<file path="config.mk">
export PLATFORM = sky130hd
export DESIGN_NAME = uart_prog_loader
export DESIGN_NICKNAME = d
export VERILOG_FILES = /design/src/rtl/uart_prog_loader.sv
export SDC_FILE = /design/constraint.sdc
export NUM_CORES = 1
export LEC_CHECK = 0
export ABC_CLOCK_PERIOD_IN_PS = 2300
export CAP_MARGIN = 15
export CORE_MARGIN = 4
export CORE_UTILIZATION = 25
export CTS_BUF_LIST = sky130_fd_sc_hd__clkbuf_4
export CTS_CLUSTER_DIAMETER = 30
export CTS_CLUSTER_SIZE = 20
export DETAILED_ROUTE_END_ITERATION = 8
export PLACE_DENSITY = 0.43
export SYNTH_ARGS = -nofsm -noshare
export SYNTH_HDL_FRONTEND = slang
export SYNTH_SLANG_ARGS = --single-unit
</file>
<file path="constraint.sdc">
create_clock -name clk -period 2.3 [get_ports clk]
set_clock_uncertainty 0.15 [all_clocks]
set_input_delay 0.23 -clock clk [delete_from_list [all_inputs] [get_ports clk]]
set_output_delay 0.23 -clock clk [all_outputs]
set_load 0.03 [all_outputs]
</file>
<file path="src/rtl/uart_prog_loader.sv">
// uart_prog_loader: receives a Hack ROM image over 8N1 UART and streams it into program SRAM,
// holding the CPU in reset until a complete, error-free image has been written.
module uart_prog_loader #(
  parameter int CLK_FREQ      = 25_000_000,
  parameter int BAUD          = 115200,
  parameter int ADDR_WIDTH    = 18,
  parameter int TIMEOUT_CYC   = 2_500_000,
  parameter int HOLD_AT_RESET = 1
) (
  input  logic                  clk,
  input  logic                  rst_n,
  input  logic                  uart_rxd,
  output logic                  wr_valid,
  input  logic                  wr_ready,
  output logic [ADDR_WIDTH-1:0] wr_addr,
  output logic [15:0]           wr_data,
  output logic                  cpu_rst_n,
  output logic                  busy,
  output logic                  load_done,
  output logic                  err
);
  localparam int DIV  = CLK_FREQ / BAUD;
  localparam int HALF = DIV / 2;
  localparam int CW   = $clog2(DIV + 1);
  localparam int TW   = $clog2(TIMEOUT_CYC + 1);

  typedef enum logic [1:0] {RX_IDLE, RX_START, RX_DATA, RX_STOP} rx_state_t;
  typedef enum logic [2:0] {S_IDLE, S_CNT_HI, S_CNT_LO, S_DATA_HI, S_DATA_LO, S_WRITE, S_DONE} state_t;

  rx_state_t             r_rx_state;
  logic                  r_rx_s1, r_rx_s2, r_rx_prev;
  logic [CW-1:0]         r_rx_cnt;
  logic [2:0]            r_rx_bit;
  logic [7:0]            r_rx_shift;
  logic                  r_rx_valid, r_rx_ferr;
  state_t                r_state;
  logic [15:0]           r_cnt;
  logic [ADDR_WIDTH-1:0] r_addr;
  logic [15:0]           r_data;
  logic                  r_wr_valid, r_cpu_rst_n, r_load_done, r_err;
  logic [TW-1:0]         r_timer;
  logic                  w_bit_tick, w_wait_byte, w_timeout, w_abort;

  assign w_bit_tick  = r_rx_cnt == CW'(DIV - 1);
  assign w_wait_byte = r_state inside {S_CNT_HI, S_CNT_LO, S_DATA_HI, S_DATA_LO};
  assign w_timeout   = w_wait_byte && !r_rx_valid && r_timer == TW'(TIMEOUT_CYC - 1);
  // A framing error only aborts a frame in progress; in IDLE/DONE it just flags err.
  assign w_abort     = w_timeout || (r_rx_ferr && r_state != S_IDLE && r_state != S_DONE) ||
                       (r_rx_valid && r_state == S_WRITE);

  always_ff @(posedge clk or negedge rst_n) begin
    if (!rst_n) begin
      r_rx_s1    <= 1'b1;
      r_rx_s2    <= 1'b1;
      r_rx_prev  <= 1'b1;
      r_rx_state <= RX_IDLE;
      r_rx_cnt   <= '0;
      r_rx_bit   <= '0;
      r_rx_shift <= '0;
      r_rx_valid <= 1'b0;
      r_rx_ferr  <= 1'b0;
    end else begin
      r_rx_s1    <= uart_rxd;
      r_rx_s2    <= r_rx_s1;
      r_rx_prev  <= r_rx_s2;
      r_rx_valid <= 1'b0;
      r_rx_ferr  <= 1'b0;
      case (r_rx_state)
        RX_IDLE: if (r_rx_prev && !r_rx_s2) begin
          r_rx_state <= RX_START;
          r_rx_cnt   <= '0;
        end
        RX_START: if (r_rx_cnt == CW'(HALF - 1)) begin
          r_rx_cnt   <= '0;
          r_rx_bit   <= '0;
          r_rx_state <= r_rx_s2 ? RX_IDLE : RX_DATA;
        end else r_rx_cnt <= r_rx_cnt + CW'(1);
        RX_DATA: begin
          r_rx_cnt <= w_bit_tick ? '0 : r_rx_cnt + CW'(1);
          if (w_bit_tick) begin
            r_rx_shift <= {r_rx_s2, r_rx_shift[7:1]};
            r_rx_bit   <= r_rx_bit + 3'd1;
            if (r_rx_bit == 3'd7) r_rx_state <= RX_STOP;
          end
        end
        RX_STOP: begin
          r_rx_cnt <= w_bit_tick ? '0 : r_rx_cnt + CW'(1);
          if (w_bit_tick) begin
            r_rx_valid <= r_rx_s2;
            r_rx_ferr  <= !r_rx_s2;
            r_rx_state <= RX_IDLE;
          end
        end
      endcase
    end
  end

  always_ff @(posedge clk or negedge rst_n) begin
    if (!rst_n) begin
      r_state     <= S_IDLE;
      r_cnt       <= '0;
      r_addr      <= '0;
      r_data      <= '0;
      r_wr_valid  <= 1'b0;
      r_cpu_rst_n <= (HOLD_AT_RESET == 0);
      r_load_done <= 1'b0;
      r_err       <= 1'b0;
      r_timer     <= '0;
    end else begin
      r_load_done <= 1'b0;
      r_timer     <= (r_rx_valid || r_state == S_IDLE) ? '0 : w_wait_byte ? r_timer + TW'(1) : r_timer;
      if (w_abort) begin
        r_err      <= 1'b1;
        r_wr_valid <= 1'b0;
        r_state    <= S_IDLE;
      end else begin
        case (r_state)
          S_IDLE: begin
            if (r_rx_ferr) r_err <= 1'b1;
            else if (r_rx_valid && r_rx_shift == 8'h55) begin
              r_err       <= 1'b0;
              r_cpu_rst_n <= 1'b0;
              r_addr      <= '0;
              r_state     <= S_CNT_HI;
            end
          end
          S_CNT_HI: if (r_rx_valid) begin
            r_cnt[15:8] <= r_rx_shift;
            r_state     <= S_CNT_LO;
          end
          S_CNT_LO: if (r_rx_valid) begin
            r_cnt[7:0] <= r_rx_shift;
            r_state    <= {r_cnt[15:8], r_rx_shift} == 16'd0 ? S_DONE : S_DATA_HI;
          end
          S_DATA_HI: if (r_rx_valid) begin
            r_data[15:8] <= r_rx_shift;
            r_state      <= S_DATA_LO;
          end
          S_DATA_LO: if (r_rx_valid) begin
            r_data[7:0] <= r_rx_shift;
            r_wr_valid  <= 1'b1;
            r_state     <= S_WRITE;
          end
          S_WRITE: if (wr_ready) begin
            r_wr_valid <= 1'b0;
            r_addr     <= r_addr + ADDR_WIDTH'(1);
            r_cnt      <= r_cnt - 16'd1;
            r_state    <= r_cnt == 16'd1 ? S_DONE : S_DATA_HI;
          end
          S_DONE: begin
            if (r_rx_ferr) r_err <= 1'b1;
            r_load_done <= 1'b1;
            r_cpu_rst_n <= 1'b1;
            r_state     <= S_IDLE;
          end
          default: r_state <= S_IDLE;
        endcase
      end
    end
  end

  assign wr_valid  = r_wr_valid;
  assign wr_addr   = r_addr;
  assign wr_data   = r_data;
  assign cpu_rst_n = r_cpu_rst_n;
  assign busy      = r_state != S_IDLE;
  assign load_done = r_load_done;
  assign err       = r_err;
endmodule

</file>
; ---- Word-level counts from Yosys, hierarchy flattened
; Cells that the tools add are included.
[word_totals]
ff_bits = 105
inputBits = 4
output_inout_bits = 39
wordCells = 151
[classes]
n_addsub = 5
n_eq_ne = 35
muxes = 52
bitwise = 1
reduce_logical = 38
[op_table]
columns = cell, count
row1 = 2-to-1 mux 18 bit, 3
row2 = 2-to-1 mux 22 bit, 2
row3 = 2-to-1 mux 3 bit, 12
row4 = one-hot mux 18 bit (2 select lines), 1
row5 = 2-to-1 mux 8 bit, 4
row6 = one-hot mux 8 bit (2 select lines), 2
row7 = != test 3 bit (second input constant), 8
row8 = one-hot mux 8 bit (3 select lines), 1
row9 = adder 22 x 1 -> 22 bit (second input constant), 1
row10 = == test 22 bit (second input constant), 1
row11 = adder 18 x 1 -> 18 bit (second input constant), 1
row12 = != test 2 bit (second input constant), 9
row13 = one-hot mux 3 bit (6 select lines), 1
row14 = == test 16 x 1 -> 1 bit (second input constant), 1
row15 = == test 8 x 7 -> 1 bit (second input constant), 2
row16 = logical NOT 16 bit, 1
row17 = 2-to-1 mux 16 bit, 1
row18 = subtractor 16 x 1 -> 16 bit (second input constant), 1
row19 = AND reduction 3 bit, 5
row20 = 2-to-1 mux 1 bit, 14
row21 = == test 3 bit (second input constant), 4
row22 = 2-to-1 mux 2 bit, 6
row23 = AND reduction 4 bit, 3
row24 = nonzero test 2 bit, 6
row25 = 25 further kinds, 41

; ---- Longest topological paths before layout
; Gate-level depths: netlist of the first run.
[depth]
depth_word = 8
ltp_mapped = 8

; ---- Least setup slack after synthesis of the first run
; Ideal clock, no wire load.
[synth_path]
path_type = reg-to-reg
startpoint = register r_cnt[0]
endpoint = register r_cnt[14]
setup_ns = 0.121
arrival_time_ns = 1.978
required_time_ns = 2.029
setup_slack_ns = 0.050
stages_incl_launch_ff = 7
path_buffers = 0
synth_period_minus_slack_ns = 2.250
path_cell_list = dfrtp_1 -> inv_1 -> ha_1 -> or3b_2 -> nor4_1 -> a41oi_1 -> o22a_1
[synth_via]
elab_chain_cells = 3
[synth_rtl]
columns = item, line
row1 = from (decl), 37  ; logic [15:0] r_cnt;
row2 = from (signal assigned), 132  ; r_cnt[7:0] <= r_rx_shift;
row3 = from (signal assigned), 147  ; r_cnt <= r_cnt - 16'd1;
row4 = subtractor 16 x 1 -> 16 bit, 147
row5 = 2-to-1 mux 16 bit, 144  ; S_WRITE: if (wr_ready) begin
row6 = one-hot mux 8 bit (2 select lines), 117  ; case (r_state)
; No other way between the ends. The select of a mux whose other input is x is not followed.
; A chain may end at the register's enable or synchronous reset.

; ---- Worst setup path in the final report of the first run
[layout_path]
startpoint = register r_cnt[6]
endpoint = register r_cnt[15]
; Same word-level chain as after synthesis.

==> flow_metrics.env, run 1 <==
export IMPL_async_flop_share_pct=100
export IMPL_slew_headroom_pct=57.2
export IMPL_worstPathArrival_ns=2.51
export IMPL_worstReg2RegStart="r_cnt[6]$_DFFE_PN0P_"
export IMPL_leakagePower_uw=0.00297
export IMPL_grt_pass1_vias=4541
export IMPL_critPathMaxStageDelay_ns=0.57
export IMPL_power_frac_seq_pct=59.7
export IMPL_cap_violations=0
export IMPL_tightest_slew_ns=0.642
export IMPL_yosysTopAreaCell="dfrtp_1"
export IMPL_cts_root_buf="clkbuf_4"
export IMPL_r2r_cells=5
export IMPL_setup_tns_ns=0
export IMPL_combPwrFrac_pct=6.9
export IMPL_critPathRequiredTime_ns=2.58
export IMPL_final_common_cell="dfrtp_1"
export IMPL_postSynthAreaPerCell_um2=10.0
export IMPL_core_area_mm2=0.0218
export IMPL_clockBufferDepth=2
export IMPL_critPathKind="flip-flop to flip-flop"
export IMPL_clock_sinks=105
export IMPL_busiest_layer="met2"
export IMPL_slew_viol_final=0
export IMPL_clk_transition_reported_paths_ns=0.19
export IMPL_cp_top_family="simple AND/OR/NAND/NOR gates"
export IMPL_gr_total_overflow=0
export IMPL_status="finished clean"
export IMPL_final_nets=646
export IMPL_wirelength_um=14000
export IMPL_drtPass1Iterations=4
export IMPL_row_count=54
export IMPL_power_density_mw_per_mm2=479
export IMPL_ys_ff_latch=105
export IMPL_via_per_inst=4.81
export IMPL_cp_common_cell="or4_4"
export IMPL_fmax_ghz=0.449
export IMPL_grt_met1_usage_pct=15.6
export IMPL_layout_drive_gt1_share_pct=20.3
export IMPL_slowest_stage="or4_4"
export IMPL_yosysSeqAreaShare_pct=47.5
export IMPL_io_pins=43
export IMPL_startpoint="r_cnt[6]$_DFFE_PN0P_"
export IMPL_port_buffers=42
export IMPL_ant_nets=0
export IMPL_hold_ws_ns=0.123
export IMPL_instances_no_fill=924
export IMPL_syn_inst=553
export IMPL_rrSetupSlack_ns=0.07
export IMPL_dieArea_mm2=0.0246
export IMPL_synthFlopType="dfrtp_1"
export IMPL_cp_end_kind="flip-flop"
export IMPL_p_switching_uw=906
export IMPL_synth_edf_count=0
export IMPL_synth_area_top_cells="dfrtp_1 46%, mux2_2 5.3%, nor2_1 3.7%, xor2_1 3.3%, a21oi_1 2.6%"
export IMPL_clk_latency_ns=0.51
export IMPL_gr_usage_all_layers_pct=11.8
export IMPL_via_count=4440
export IMPL_irDropWorstVdd_uv=364
export IMPL_post_dp_hpwl_um=9970
export IMPL_final_cell_mix="100 x dfrtp_1, 55 x nor2_1, 48 x buf_4, 40 x clkdlybuf4s50_1, 33 x nand2_1"
export IMPL_switching_share_pct=27.5
export IMPL_hold_path_class="input pin to asynchronous set/reset pin"
export IMPL_numCtsBuffers=9
export IMPL_critPathMaxFanout=4
export IMPL_p_clk_share_pct=33.4
export IMPL_placed_area_mm2=0.00664
export IMPL_power_uw=3290
export IMPL_antenna_found_initial=1
export IMPL_period_needed_ns=2.23
export IMPL_cts_tree="built"
export IMPL_met2_usage_pct=19.3
export IMPL_syn_nets=565
export IMPL_grt_pass1_wl_um=23500
export IMPL_crit_buf_inv=0
export IMPL_rr_endpoint="r_cnt[15]$_DFFE_PN0P_"
export IMPL_initial_core_util_pct=25.4
export IMPL_htree_levels=3
export IMPL_gp_congestion=0.831
export IMPL_fin_area_mm2=0.00688
export IMPL_rsz0062_at_grt="yes"
export IMPL_synth_cell_types=67
export IMPL_p_int_uw=2390
export IMPL_path_cells="or4_4 > or4_4 > nor3_4 > a31oi_1 > o22a_1"
export IMPL_die_w_um=157
export IMPL_hold_viol=0
export IMPL_wire_per_inst_um=15.1
export IMPL_yosys_warnings=0
export IMPL_synth_area_mm2=0.00554
export IMPL_netlist_area_leader_share_pct=46.0
export IMPL_crit_cells=5
export IMPL_grt_max_degree=48
export IMPL_drc=0
export IMPL_finalSetupViolCount=0
export IMPL_area_growth_pct=24.0
export IMPL_place_inst=900
export IMPL_grt_util_met3_pct=2.61
export IMPL_post_route_period_util_pct=96.8
export IMPL_crit_end="r_cnt[15]$_DFFE_PN0P_"
export IMPL_drt_iter0_markers=198
export IMPL_start_kind="flip-flop"
export IMPL_fp_dieH_um=157
[final cells by class]
class | instances | area (um^2)
antenna | 5 | 12.5
clock buffer | 9 | 67.6
clock inverter | 7 | 97.6
fill | 2268 | 14900
inverter | 10 | 37.5
multi-input combinational | 412 | 2790
sequential | 105 | 2630
tap | 280 | 350
timing repair buffer | 96 | 886
[layer usage]
metal  vias to the layer above  wire (um)
met5                         -          0
met3                        13        552
met4                         0        196
met2                        74       6610
met1                      2157       6630
li1                       2196          -
[timing repair]
item,CTS,global route
pin swaps,0,2
setup buffers,1,0
gates cloned,0,0
endpoints found under the hold margin,45,0
endpoints found under the setup margin,2,38
gates resized for setup,1,12
hold buffers,2,0
[sequential cells by signal, indices dropped and copies added, names as in the netlist, 3 cells and up, named ones only]
signal / count
r_cnt: 16
r_rx_bit: 3
r_rx_cnt: 8
r_rx_shift: 8
r_state: 3
r_timer: 22
wr_addr: 18
wr_data: 16
[worst min path at each step]
stage / startpoint / to / slack, ns / cells past startpoint
final: rst_n / r_rx_cnt[4]$_DFFE_PN0N_ / 0.12 / 2
after global routing: rst_n / r_rx_valid$_DFF_PN0_ / 0.13 / 2
after CTS: rst_n / r_rx_valid$_DFF_PN0_ / 0.14 / 2
after detailed placement: rst_n / r_rx_cnt[7]$_DFFE_PN0N_ / 0.16 / 1
after global placement: rst_n / r_rx_cnt[5]$_DFFE_PN0N_ / 0.15 / 1
after floorplan: rst_n / asynchronous set/reset pin / -0.22 / 0
[cell families after synthesis]
logic type	synth area share, %
AO/OA/AOI/OAI	15.0
XOR/XNOR	4.90
adder cells (fa/ha/maj)	1.81
buffers and inverters	2.93
flip-flops	47.5
multiplexers	6.00
AND/OR/NAND/NOR	21.9
[power groups by stage]
| stage | combinational, uW | sequential, uW | clock, uW |
|---|---|---|---|
| floorplan | 132 | 1990 | 0 |
| global placement | 227 | 2000 | 0 |
| detailed placement | 229 | 2000 | 0 |
| CTS | 235 | 1970 | 1160 |
| global route | 261 | 1980 | 1230 |
| finish | 228 | 1960 | 1100 |
[cells in the mapped netlist, drive strengths merged (12+ instances only)]
master	number
dfrtp	102
nor2	56
nand2	33
a21oi	29
o21ai	29
mux2	26
nand3	26
xor2	21
nor3	20
and3	15
clkbuf	15
a22o	12
nor4	12
[per-stage QoR]
stage | setup WS (ns) | util, %
after floorplan | 0.0504 | -
after global placement | 0.0437 | 30.4
after detailed placement | 0.0458 | 30.4
after CTS | 0.0147 | 31.3
after global routing | -0.00784 | 31.5
final | 0.0747 | 31.5
Note: power is estimated with default switching activity, not from simulation.
==> run 2, diff against run 1 <==
--- a/config.mk
+++ b/config.mk
@@ -7,13 +7,13 @@
 export LEC_CHECK = 0
 export ABC_CLOCK_PERIOD_IN_PS = 2300
 export CAP_MARGIN = 15
-export CORE_MARGIN = 4
+export CORE_MARGIN = 2
 export CORE_UTILIZATION = 25
 export CTS_BUF_LIST = sky130_fd_sc_hd__clkbuf_4
 export CTS_CLUSTER_DIAMETER = 30
 export CTS_CLUSTER_SIZE = 20
 export DETAILED_ROUTE_END_ITERATION = 8
-export PLACE_DENSITY = 0.43
+export PLACE_DENSITY = 0.5
 export SYNTH_ARGS = -nofsm -noshare
 export SYNTH_HDL_FRONTEND = slang
 export SYNTH_SLANG_ARGS = --single-unit
==> run 2 against run 1 <==
Effect of this change: setup slack got worse by 0.011 ns; worst hold slack got worse by 0.077 ns; register-to-register slack barely moved; count of clock-buffer cells in the layout did not move; routed wire length fell by 1.7%; flip-flop and latch count did not move; sequential share of layout area rose by 0.35 points; critical path type unchanged; highest routed layer unchanged.
==> flow_metrics.env, run 2 (synthesized netlist as in run 1, its figures left out) <==
export IMPL_power_density_mw_per_mm2=467
export IMPL_final_nets=647
export IMPL_clock_sinks=105
export IMPL_post_dp_hpwl_um=9760
export IMPL_final_cell_mix="99 x dfrtp_1, 55 x nor2_1, 51 x buf_4, 40 x clkdlybuf4s50_1, 33 x nand2_1"
export IMPL_slew_headroom_pct=65.2
export IMPL_drt_iter0_markers=258
export IMPL_regMostFlops="r_timer"
export IMPL_finalWorstSetupSlack_ns=0.0636
export IMPL_clockBufferDepth=2
export IMPL_diodes=0
export IMPL_period_needed_ns=2.24
export IMPL_htree_levels=3
export IMPL_irDropWorstVdd_uv=190
export IMPL_ant_nets=0
export IMPL_antenna_found_initial=0
export IMPL_layout_drive_gt1_share_pct=20.3
export IMPL_wire_per_inst_um=14.9
export IMPL_tightest_slew_ns=0.517
export IMPL_critPathMaxFanout=5
export IMPL_row_count=54
export IMPL_wirelength_um=13800
export IMPL_fmax_ghz=0.447
export IMPL_via_per_inst=4.92
export IMPL_grt_pass1_vias=4625
export IMPL_area_growth_pct=23.0
export IMPL_finalSetupViolCount=0
export IMPL_worstPathArrival_ns=2.48
export IMPL_initial_core_util_pct=25.4
export IMPL_core_area_mm2=0.0218
export IMPL_cp_end_kind="flip-flop"
export IMPL_slew_viol_final=0
export IMPL_dp_slack_ns=0.0368
export IMPL_io_pins=43
export IMPL_critPathRequiredTime_ns=2.54
export IMPL_gr_total_overflow=0
export IMPL_setup_tns_ns=0
export IMPL_hold_path_class="input pin to asynchronous set/reset pin"
export IMPL_cap_violations=0
export IMPL_final_common_cell="dfrtp_1"
export IMPL_numCtsBuffers=9
export IMPL_critPathKind="flip-flop to flip-flop"
export IMPL_fp_dieH_um=153
export IMPL_grt_pass1_wl_um=23500
export IMPL_dieArea_mm2=0.0234
export IMPL_cts_tree="built"
export IMPL_rsz0062_at_grt="yes"
export IMPL_drtPass1Iterations=4
export IMPL_gp_congestion=0.819
export IMPL_hold_viol=0
export IMPL_grt_max_degree=45
export IMPL_die_w_um=153
export IMPL_leakagePower_uw=0.00296
export IMPL_r2r_cells=5
export IMPL_status="finished clean"
export IMPL_gr_usage_all_layers_pct=12.3
export IMPL_largest_reg_flops=22
export IMPL_post_route_period_util_pct=97.2
export IMPL_port_buffers=42
export IMPL_drc=0
export IMPL_via_count=4526
export IMPL_cts_root_buf="clkbuf_4"
export IMPL_start_kind="flip-flop"
export IMPL_clk_transition_reported_paths_ns=0.17
export IMPL_clk_latency_ns=0.50
==> run 2: layout make-up <==
cell class              count  area [um^2]
multi-input cells         412         2780
fillers                  2231        15000
clock inverters             7         71.3
repair buffers             97          872
well taps                 280          350
clock buffers               9         67.6
flip-flops and latches    105         2640
inverters                  10         37.5
==> run 2: timing repair <==
action	CTS	global route
setup buffers	1	1
resized for setup	1	11
endpoints found under the hold margin	106	0
gates cloned	0	0
pin swaps	0	1
hold buffers	2	0
endpoints found under the setup margin	2	45
==> run 2: path summary, 6_finish.rpt <==
check	from	endpoint	slack, ns
worst max-delay path	r_cnt[12]$_DFFE_PN0P_	r_cnt[15]$_DFFE_PN0P_	0.06
worst min-delay path	rst_n	r_rx_cnt[4]$_DFFE_PN0N_	0.05
worst max register to register	r_cnt[12]$_DFFE_PN0P_	r_cnt[15]$_DFFE_PN0P_	0.06
worst min register to register	r_rx_s1$_DFF_PN1_	r_rx_s2$_DFF_PN1_	0.22
max in group asynchronous	rst_n	r_cnt[9]$_DFFE_PN0P_	1.32
min in group clk	r_rx_s1$_DFF_PN1_	r_rx_s2$_DFF_PN1_	0.22
==> run 2: power by group <==
group	total [uW]	internal (uW)	switching, uW	leakage, uW
Sequential	1970	1910	58.9	0.00142
Clock	986	329	657	0.0000695
Combinational	230	112	119	0.00147
Total	3180	2350	834	0.00296
==> run 2: worst max-delay path: stages, from the launching register on <==
cell	delay (ns)
dfrtp_2	0.47
or4_4	0.54
or4_4	0.56
nor3_4	0.14
a31oi_1	0.10
o22a_1	0.20
==> run 2: through the flow <==
| step | util, % | instances | hold WS [ns] | power (uW) | cell area [um^2] |
|---|---|---|---|---|---|
| floorplan | - | 553 | -0.216 | 2120 | 5540 |
| global placement | 30.3 | 900 | 0.0736 | 2220 | 6610 |
| detailed placement | 30.3 | 900 | 0.0797 | 2230 | 6610 |
| CTS | 31.1 | 919 | 0.0415 | 3230 | 6780 |
| global route | 31.2 | 920 | 0.0311 | 3370 | 6820 |
| finish | 31.2 | 920 | 0.0465 | 3180 | 6820 |
==> run 2: routing by layer <==
metal / GRT usage (%) / vias up / share of wire [%]
li1: - / 2183 / -
met2: 20.2 / 78 / 48
met1: 16.0 / 2251 / 47
met4: 3.75 / 0 / 1.6
met3: 2.89 / 14 / 3.0
met5: 0 / - / 0
